===== src/rtl/kbd_spi_tx.sv =====
// kbd_spi_tx: SPI mode-0 transmitter for the keyboard link.
//
// Snapshots {FLAGS, KEY_MATRIX} into a 48-bit shift register when SEND is
// seen in idle, then shifts the frame out MSB first. KBD_DI changes on the
// falling edge of KBD_CLK and the receiver samples on the rising edge. After
// the last bit, KBD_CS is held low for one more half-period, then released
// for GAP_CYCLES before DONE pulses.
//
// Ports:
//   CLK_14MHZ   in   system clock, rising edge
//   RESET       in   asynchronous, active-high reset
//   SEND        in   frame request, only honoured in idle
//   KEY_MATRIX  in   [39:0] key state, 1 = released
//   FLAGS       in   [7:0] flag byte, sent first
//   BUSY        out  frame or gap in progress
//   DONE        out  one-cycle pulse at the end of the gap
//   KBD_CS      out  frame select, active low
//   KBD_CLK     out  serial clock, idle low
//   KBD_DI      out  serial data
module kbd_spi_tx #(
    parameter int unsigned CLK_DIV    = 7,   // clock cycles per SCK half-period
    parameter int unsigned GAP_CYCLES = 28   // CS-high cycles after a frame
) (
    input  logic        CLK_14MHZ,
    input  logic        RESET,
    input  logic        SEND,
    input  logic [39:0] KEY_MATRIX,
    input  logic [7:0]  FLAGS,
    output logic        BUSY,
    output logic        DONE,
    output logic        KBD_CS,
    output logic        KBD_CLK,
    output logic        KBD_DI
);

    localparam int unsigned FRAME_BITS = 48;
    localparam int unsigned DIV_W = (CLK_DIV > 1) ? $clog2(CLK_DIV) : 1;
    localparam int unsigned GAP_W = (GAP_CYCLES > 1) ? $clog2(GAP_CYCLES) : 1;
    localparam logic [DIV_W-1:0] DIV_LAST = DIV_W'(CLK_DIV - 1);
    localparam logic [GAP_W-1:0] GAP_LAST = GAP_W'(GAP_CYCLES - 1);
    localparam logic [5:0]       BIT_LAST = 6'(FRAME_BITS - 1);

    typedef enum logic [2:0] {
        StIdle,
        StSetup,
        StShift,
        StHold,
        StGap
    } state_t;

    state_t                  state_q, state_d;
    logic [DIV_W-1:0]        div_q, div_d;
    logic [GAP_W-1:0]        gap_q, gap_d;
    logic [5:0]              bit_q, bit_d;
    logic [FRAME_BITS-1:0]   shreg_q, shreg_d;
    logic                    cs_q, cs_d;
    logic                    sck_q, sck_d;
    logic                    di_q, di_d;
    logic                    busy_q, busy_d;
    logic                    done_q, done_d;
    logic                    div_tick;

    assign div_tick = (div_q == DIV_LAST);

    always_ff @(posedge CLK_14MHZ or posedge RESET) begin
        if (RESET) begin
            state_q <= StIdle;
            div_q   <= '0;
            gap_q   <= '0;
            bit_q   <= '0;
            shreg_q <= '0;
            cs_q    <= 1'b1;
            sck_q   <= 1'b0;
            di_q    <= 1'b0;
            busy_q  <= 1'b0;
            done_q  <= 1'b0;
        end else begin
            state_q <= state_d;
            div_q   <= div_d;
            gap_q   <= gap_d;
            bit_q   <= bit_d;
            shreg_q <= shreg_d;
            cs_q    <= cs_d;
            sck_q   <= sck_d;
            di_q    <= di_d;
            busy_q  <= busy_d;
            done_q  <= done_d;
        end
    end

    always_comb begin
        state_d = state_q;
        div_d   = div_q;
        gap_d   = gap_q;
        bit_d   = bit_q;
        shreg_d = shreg_q;
        cs_d    = cs_q;
        sck_d   = sck_q;
        di_d    = di_q;
        busy_d  = busy_q;
        done_d  = 1'b0;

        unique case (state_q)
            StIdle: begin
                if (SEND) begin
                    shreg_d = {FLAGS, KEY_MATRIX};
                    di_d    = FLAGS[7];
                    cs_d    = 1'b0;
                    busy_d  = 1'b1;
                    div_d   = '0;
                    bit_d   = '0;
                    state_d = StSetup;
                end
            end

            // First half-period: MSB already on KBD_DI, raise SCK at the end.
            StSetup: begin
                if (div_tick) begin
                    div_d   = '0;
                    sck_d   = 1'b1;
                    state_d = StShift;
                end else begin
                    div_d = div_q + 1'b1;
                end
            end

            StShift: begin
                if (div_tick) begin
                    div_d = '0;
                    if (sck_q) begin
                        sck_d = 1'b0;
                        if (bit_q == BIT_LAST) begin
                            // Last falling edge: keep bit 0 on KBD_DI for the hold phase.
                            state_d = StHold;
                        end else begin
                            shreg_d = shreg_q << 1;
                            di_d    = shreg_q[FRAME_BITS-2];
                            bit_d   = bit_q + 1'b1;
                        end
                    end else begin
                        sck_d = 1'b1;
                    end
                end else begin
                    div_d = div_q + 1'b1;
                end
            end

            StHold: begin
                if (div_tick) begin
                    div_d   = '0;
                    cs_d    = 1'b1;
                    di_d    = 1'b0;
                    gap_d   = '0;
                    state_d = StGap;
                end else begin
                    div_d = div_q + 1'b1;
                end
            end

            StGap: begin
                if (gap_q == GAP_LAST) begin
                    done_d  = 1'b1;
                    busy_d  = 1'b0;
                    state_d = StIdle;
                end else begin
                    gap_d = gap_q + 1'b1;
                end
            end

            default: begin
                state_d = StIdle;
            end
        endcase
    end

    assign BUSY    = busy_q;
    assign DONE    = done_q;
    assign KBD_CS  = cs_q;
    assign KBD_CLK = sck_q;
    assign KBD_DI  = di_q;

endmodule

===== config.mk =====
export PLATFORM = sky130hd
export DESIGN_NAME = kbd_spi_tx
export DESIGN_NICKNAME = d
export VERILOG_FILES = /design/src/rtl/kbd_spi_tx.sv
export SDC_FILE = /design/constraint.sdc
export NUM_CORES = 1
export LEC_CHECK = 0
export BUFFER_PORTS_ARGS = -buffer_cell sky130_fd_sc_hd__buf_2
export CORE_UTILIZATION = 51
export DETAILED_ROUTE_END_ITERATION = 7
export PLACE_DENSITY = 0.76
export SETUP_SLACK_MARGIN = 0.2
export SLEW_MARGIN = 20
export SYNTH_ARGS = -nofsm -noshare
export SYNTH_HDL_FRONTEND = slang
export SYNTH_SLANG_ARGS = --single-unit

===== constraint.sdc =====
create_clock -name CLK_14MHZ -period 2.3 [get_ports CLK_14MHZ]
set_input_delay 0.46 -clock CLK_14MHZ [delete_from_list [all_inputs] [get_ports CLK_14MHZ]]
set_output_delay 0.46 -clock CLK_14MHZ [all_outputs]
set_load 0.01 [all_outputs]

==> flow_metrics.env, run 1 <==
export IMPL_yosys_warnings=0
export IMPL_cts_resized=0
export IMPL_yosysSeqAreaShare_pct=50.8
export IMPL_synth_area_per_cell_um2=10.0
export IMPL_grt_pass1_wl_um=12600
export IMPL_critPathRequiredTime_ps=2520
export IMPL_first_global_vias=2594
export IMPL_grt_max_degree=54
export IMPL_synth_top_family_by_area="simple AND/OR/NAND/NOR gates"
export IMPL_fin_crit_ps=1990
export IMPL_antenna_found_initial=0
export IMPL_die_w_um=83.6
export IMPL_setup_viol=0
export IMPL_stdcell_count=470
export IMPL_syn_nets=392
export IMPL_drt_pass1_iter_count=4
export IMPL_fin_nets=441
export IMPL_use_met1_pct=31.6
export IMPL_top_usage_layer="met2"
export IMPL_num_vias=2712
export IMPL_hold_viol=0
export IMPL_r2r_cells=5
export IMPL_fillers=534
export IMPL_slew_violations=0
export IMPL_drt_total_wl_um=7280
export IMPL_start_util_pct=53.2
export IMPL_synth_compound_area_share_pct=13.4
export IMPL_use_met2_pct=34.2
export IMPL_status="completed"
export IMPL_drt_wirelength_per_cell_um=15.5
export IMPL_p_leak_nw=1.94
export IMPL_numCtsBuffers=9
export IMPL_dieArea_um2=6990
export IMPL_finClkSkew_ps=4.97
export IMPL_yosys_register_bits=69
export IMPL_drive_gt1_share_pct=22.9
export IMPL_synth_main_ff_cell="dfrtp_1"
export IMPL_path_class="reg -> reg"
export IMPL_place_congestion=0.895
export IMPL_post_dp_cell_area_um2=3780
export IMPL_async_flop_share_pct=100
export IMPL_rows=29
export IMPL_ff2ff_setup_slack_ps=310
export IMPL_fin_crit_sh_pct=86.7
export IMPL_min_path_type="in -> async"
export IMPL_power_density_nw_per_um2=561
export IMPL_vdd_ir_drop_max_mv=0.419
export IMPL_grt_overflow=0
export IMPL_tns_ps=0
export IMPL_hpwl_um=4680
export IMPL_start_kind="flop"
export IMPL_num_io_pins=56
export IMPL_tightest_slew_ps=560
export IMPL_post_cts_setup_buffer_count=0
export IMPL_use_met3_pct=5.44
export IMPL_area_delta_synth_final_pct=16.7
export IMPL_core_area_um2=6390
export IMPL_die_y_um=83.6
export IMPL_clock_path_buffers=2
export IMPL_maxCapViolations=0
export IMPL_slew_headroom_pct=62.6
export IMPL_synthXorXnorAreaFrac_pct=1.03
export IMPL_synth_edf_count=0
export IMPL_path_clk_slew_ps=70
export IMPL_drt_iter0_markers=158
export IMPL_insertion_delay_ps=340
export IMPL_max_freq_mhz=502
export IMPL_clock_sinks=69
export IMPL_synth_cells=339
export IMPL_port_buffers=55
export IMPL_cts_root_buf="clkbuf_8"
export IMPL_yosys_cell_types_count=41
export IMPL_cp_end_kind="flop"
export IMPL_muxShareOfSynthArea_pct=14.2
export IMPL_postCtsHoldBufs=0
export IMPL_finalInstanceArea_um2=3970
export IMPL_vias_per_cell=5.77
export IMPL_cts_tree="yes"
export IMPL_ant_nets=0
export IMPL_dp_cells=454
export IMPL_drc=0
export IMPL_rsz0062_at_grt="false"
export IMPL_ctsHtreeMaxLevel=3
export IMPL_crit_path_max_fanout=44
export IMPL_synthSimpleGateAreaFrac_pct=15.4
export IMPL_synth_adder_area_share_pct=0.736
export IMPL_synthesis_area_um2=3400
export IMPL_antennaDiodeCount=0
export IMPL_crit_arrival_ps=2210
export IMPL_grt_use_total_pct=22.6
[power breakdown]
group,total [mW],switching [mW],leakage [nW],internal [mW]
Combinational,0.0746,0.0400,0.926,0.0346
Clock,0.937,0.458,0.0994,0.479
Sequential,1.21,0,0.911,1.21
[per-stage QoR]
step | setup WS (ps) | utilization, % | power (mW) | hold WS, ps
floorplan | 460 | - | 1.26 | 465
global placement | 396 | 59.2 | 1.31 | 449
global route | 209 | 62.1 | 2.31 | 232
finish | 307 | 62.1 | 2.22 | 206
detailed placement | 350 | 59.2 | 1.31 | 453
CTS | 326 | 62.1 | 2.25 | 204
[cell type report]
type | count | area, µm² | share of cell area, %
flip-flops and latches | 69 | 1730 | 43.6
repair buffers | 66 | 395 | 9.97
clock buffers | 13 | 169 | 4.26
clock inverters | 3 | 18.8 | 0.473
multi-input cells | 235 | 1530 | 38.5
well taps | 77 | 96.3 | 2.43
inverters | 7 | 30.0 | 0.757
[final timing paths]
check | from | end
worst min-delay path | RESET | shreg_q[26]$_DFFE_PP0P_
worst min register to register | KBD_CS$_DFFE_PP1P_ | KBD_CS$_DFFE_PP1P_
worst max register to register | state_q[0]$_DFFE_PP0P_ | shreg_q[11]$_DFFE_PP0P_
worst max-delay path | state_q[0]$_DFFE_PP0P_ | shreg_q[11]$_DFFE_PP0P_
max in group asynchronous | RESET | KBD_CS$_DFFE_PP1P_
min in group CLK_14MHZ | KEY_MATRIX[36] | shreg_q[36]$_DFFE_PP0P_
[metal layers]
metal | vias to the layer above | wire length [µm]
met1 | 1313 | 3440
li1 | 1323 | -
met2 | 64 | 3460
met4 | 0 | 129
met3 | 12 | 256
met5 | - | 0
[sequential cells by signal, summed over array words and instances (netlist names)]
signal,count
shreg_q,47
bit_q,6
gap_q,5
div_q,3
state_q,3
BUSY,1
DONE,1
KBD_CLK,1
KBD_CS,1
KBD_DI,1
[cell usage in the layout (no fill, tap or decap), drive strengths merged]
| master | n |
|---|---|
| dfrtp | 68 |
| buf | 66 |
| a21oi | 55 |
| nor3 | 49 |
| mux2i | 47 |
| nand2 | 14 |
| clkbuf | 13 |
| nor2 | 11 |
| o21ai | 9 |
| inv | 6 |
| nand3 | 4 |
| nand4 | 4 |
| nor2b | 3 |
| nand4b | 3 |
| a31oi | 3 |
| xor2 | 3 |
| nand2b | 3 |
| and3 | 3 |
| clkinv | 3 |
| or2 | 2 |
| nor3b | 2 |
| a22o | 2 |
| ha | 2 |
| a211oi | 2 |
| dfstp | 1 |
| or3b | 1 |
| a41oi | 1 |
| nor4b | 1 |
| o21bai | 1 |
| clkinvlp | 1 |
| o22ai | 1 |
| xnor2 | 1 |
| and4b | 1 |
| a221oi | 1 |
| mux2 | 1 |
| a211o | 1 |
| o211ai | 1 |
| a22oi | 1 |
| o2bb2ai | 1 |
| o32ai | 1 |
[synthesized netlist by cell type (4+ instances only)]
library cell | instances | area share (%)
dfrtp_1 | 68 | 50
a21oi_1 | 55 | 8.1
nor3_1 | 49 | 7.2
mux2i_1 | 47 | 14
clkbuf_1 | 15 | 1.7
nand2_1 | 14 | 1.5
buf_2 | 12 | 1.8
nor2_1 | 11 | 1.2
o21ai_0 | 9 | 1.3
inv_1 | 7 | 0.77
nand3_1 | 4 | 0.59
nand4_1 | 4 | 0.74
[critical path: stages, from the launching register on]
cell,delay [ps]
dfrtp_1,500
or3b_1,460
a211oi_4,230
or2_2,290
buf_12,240
a21oi_1,100
[cell families after synthesis]
logic type / Yosys count
mux: 48
flops: 69
compound gates: 80
buf+inv: 35
simple gates: 101
fa+ha+maj: 2
xor+xnor: 4
No activity file was read; power rests on OpenSTA's default activity.
==> run 2: changes to the inputs <==
- BUFFER_PORTS_ARGS: -buffer_cell sky130_fd_sc_hd__buf_2 -> -buffer_cell sky130_fd_sc_hd__buf_4
==> run 2 against run 1 <==
Against the previous run:
- routed wire length about the same
- register-to-register slack about the same
- power up 4.2%
- global-route usage down 0.76 points
- utilization up 2.4 points
- die area unchanged
- critical endpoint is now shreg_q[0]$_DFFE_PP0P_
==> flow_metrics.env, run 2 (same netlist as run 1, synthesis figures left out) <==
export IMPL_p_sw_share_pct=20.9
export IMPL_port_buffers=55
export IMPL_crit_arrival_ps=2200
export IMPL_status="completed"
export IMPL_setup_viol=0
export IMPL_crit_family="simple AND/OR/NAND/NOR gates"
export IMPL_ant_nets=0
export IMPL_area_delta_synth_final_pct=21.1
export IMPL_drc=0
export IMPL_grt_use_total_pct=21.9
export IMPL_crit_path_max_fanout=12
export IMPL_p_leak_nw=1.99
export IMPL_post_route_util_pct=64.5
export IMPL_num_vias=2732
export IMPL_fin_crit_ps=1980
export IMPL_ctsHtreeMaxLevel=3
export IMPL_clock_sinks=69
export IMPL_cp_endpoint="shreg_q[0]$_DFFE_PP0P_"
export IMPL_drt_pass1_iter_count=4
export IMPL_tightest_slew_ps=575
export IMPL_fin_nets=439
export IMPL_grt_max_degree=70
export IMPL_clock_path_buffers=2
export IMPL_crit_slowest_cell="dfrtp_1"
export IMPL_die_w_um=83.6
export IMPL_first_global_vias=2625
export IMPL_rows=29
export IMPL_post_dp_cell_area_um2=3910
export IMPL_finalPower_mw=2.32
export IMPL_antennaDiodeCount=0
export IMPL_drive_gt1_share_pct=22.3
export IMPL_insertion_delay_ps=330
export IMPL_p_clk_share_pct=43.4
export IMPL_cts_resized=0
export IMPL_p_int_mw=1.83
export IMPL_largest_register_ffs=47
export IMPL_crit_start="state_q[0]$_DFFE_PP0P_"
export IMPL_seqPwrFrac_pct=52.3
export IMPL_core_area_um2=6390
export IMPL_postCtsHoldBufs=0
export IMPL_start_util_pct=53.2
export IMPL_fin_crit_sh_pct=86.3
export IMPL_cp_depth=4
export IMPL_max_freq_mhz=504
export IMPL_vias_per_cell=5.84
export IMPL_min_path_type="in -> async"
export IMPL_crit_path_max_incr_delay_ps=500
export IMPL_tns_ps=0
export IMPL_finClkSkew_ps=5.50
export IMPL_place_congestion=0.913
export IMPL_layout_commonest_cell="dfrtp_1"
export IMPL_die_y_um=83.6
export IMPL_reg2reg_from="state_q[0]$_DFFE_PP0P_"
export IMPL_numCtsBuffers=9
export IMPL_biggestRegsByFlops="shreg_q (47), bit_q (6), gap_q (5)"
export IMPL_grt_pass1_wl_um=12200
export IMPL_vdd_ir_drop_max_mv=0.403
export IMPL_dieArea_um2=6990
export IMPL_num_io_pins=56
export IMPL_ff2ff_setup_slack_ps=320
export IMPL_maxCapViolations=0
export IMPL_slew_headroom_pct=61.6
export IMPL_finalInstanceArea_um2=4120
export IMPL_slew_violations=0
export IMPL_hold_viol=0
export IMPL_pwr_share_comb_pct=4.3
export IMPL_drt_wirelength_per_cell_um=15.5
export IMPL_start_kind="flop"
export IMPL_critPathRequiredTime_ps=2520
export IMPL_switching_power_uw=483
export IMPL_worst_path_buf_inv=0
export IMPL_regMostFlops="shreg_q"
export IMPL_mostFrequentLayoutCells="68 x dfrtp_1, 60 x buf_4, 55 x a21oi_1, 48 x nor3_1, 47 x mux2i_1"
export IMPL_r2r_cells=4
export IMPL_cts_tree="yes"
export IMPL_path_cells="or3b_1 > a211oi_4 > or2_2 > mux2_2"
export IMPL_path_class="reg -> reg"
export IMPL_drt_iter0_markers=184
export IMPL_drt_total_wl_um=7280
export IMPL_cp_end_kind="flop"
export IMPL_r2r_end="shreg_q[0]$_DFFE_PP0P_"
export IMPL_grt_overflow=0
export IMPL_antenna_found_initial=0
export IMPL_rsz0062_at_grt="false"
export IMPL_power_density_nw_per_um2=563
export IMPL_hpwl_um=4700
export IMPL_post_cts_setup_buffer_count=0
export IMPL_path_clk_slew_ps=70
export IMPL_cts_root_buf="clkbuf_8"
[run 2: cell count changes in the layout (fill, tap and decap cells not counted), sizes merged]
cell    change
buf         -2
bufinv      +1
clkinv      -1
[run 2: worst min path at each step]
stage	startpoint	depth (start not counted)	slack (ps)	to
detailed placement	KBD_CS$_DFFE_PP1P_	2	470	KBD_CS$_DFFE_PP1P_
floorplan	KBD_CS$_DFFE_PP1P_	2	460	KBD_CS$_DFFE_PP1P_
CTS	RESET	3	230	shreg_q[21]$_DFFE_PP0P_
global placement	KBD_CS$_DFFE_PP1P_	2	460	KBD_CS$_DFFE_PP1P_
finish	RESET	3	200	shreg_q[21]$_DFFE_PP0P_
global route	RESET	3	250	shreg_q[21]$_DFFE_PP0P_
[run 2: tightest hold or removal path, delay by kind of cell]
| kind | cells | cell delay, ps |
|---|---|---|
| buffers and inverters | 3 | 490 |
[run 2: layout make-up]
type                       instances  area (µm²)
inverter                           7        30.0
timing repair buffer              64         531
sequential                        69        1730
clock inverter                     3        43.8
clock buffer                      13         159
multi-input combinational        235        1530
fill                             531        2270
tap                               77        96.3
[run 2: power groups by stage]
| stage | Sequential [mW] | Clock (mW) | Combinational [mW] |
|---|---|---|---|
| finish | 1.21 | 1.01 | 0.0988 |
| global route | 1.21 | 1.07 | 0.109 |
| CTS | 1.21 | 1.02 | 0.101 |
| detailed placement | 1.24 | 0 | 0.101 |
| global placement | 1.24 | 0 | 0.101 |
| floorplan | 1.24 | 0 | 0.0210 |
[run 2: through the flow]
stage | setup WS (ps) | instances | hold slack, ps
3_3_place_gp | 408 | 452 | 458
3_5_place_dp | 351 | 452 | 465
5_1_grt | 259 | 468 | 248
4_1_cts | 341 | 468 | 229
6_report | 316 | 468 | 202
2_1_floorplan | 460 | 339 | 465
[run 2: routing by layer]
metal | track usage, % | vias up | wire (µm)
met5 | 0 | - | 0
met4 | 7.09 | 0 | 63
met3 | 4.75 | 8 | 280
met2 | 34.0 | 50 | 3490
met1 | 30.7 | 1353 | 3440
li1 | - | 1321 | -
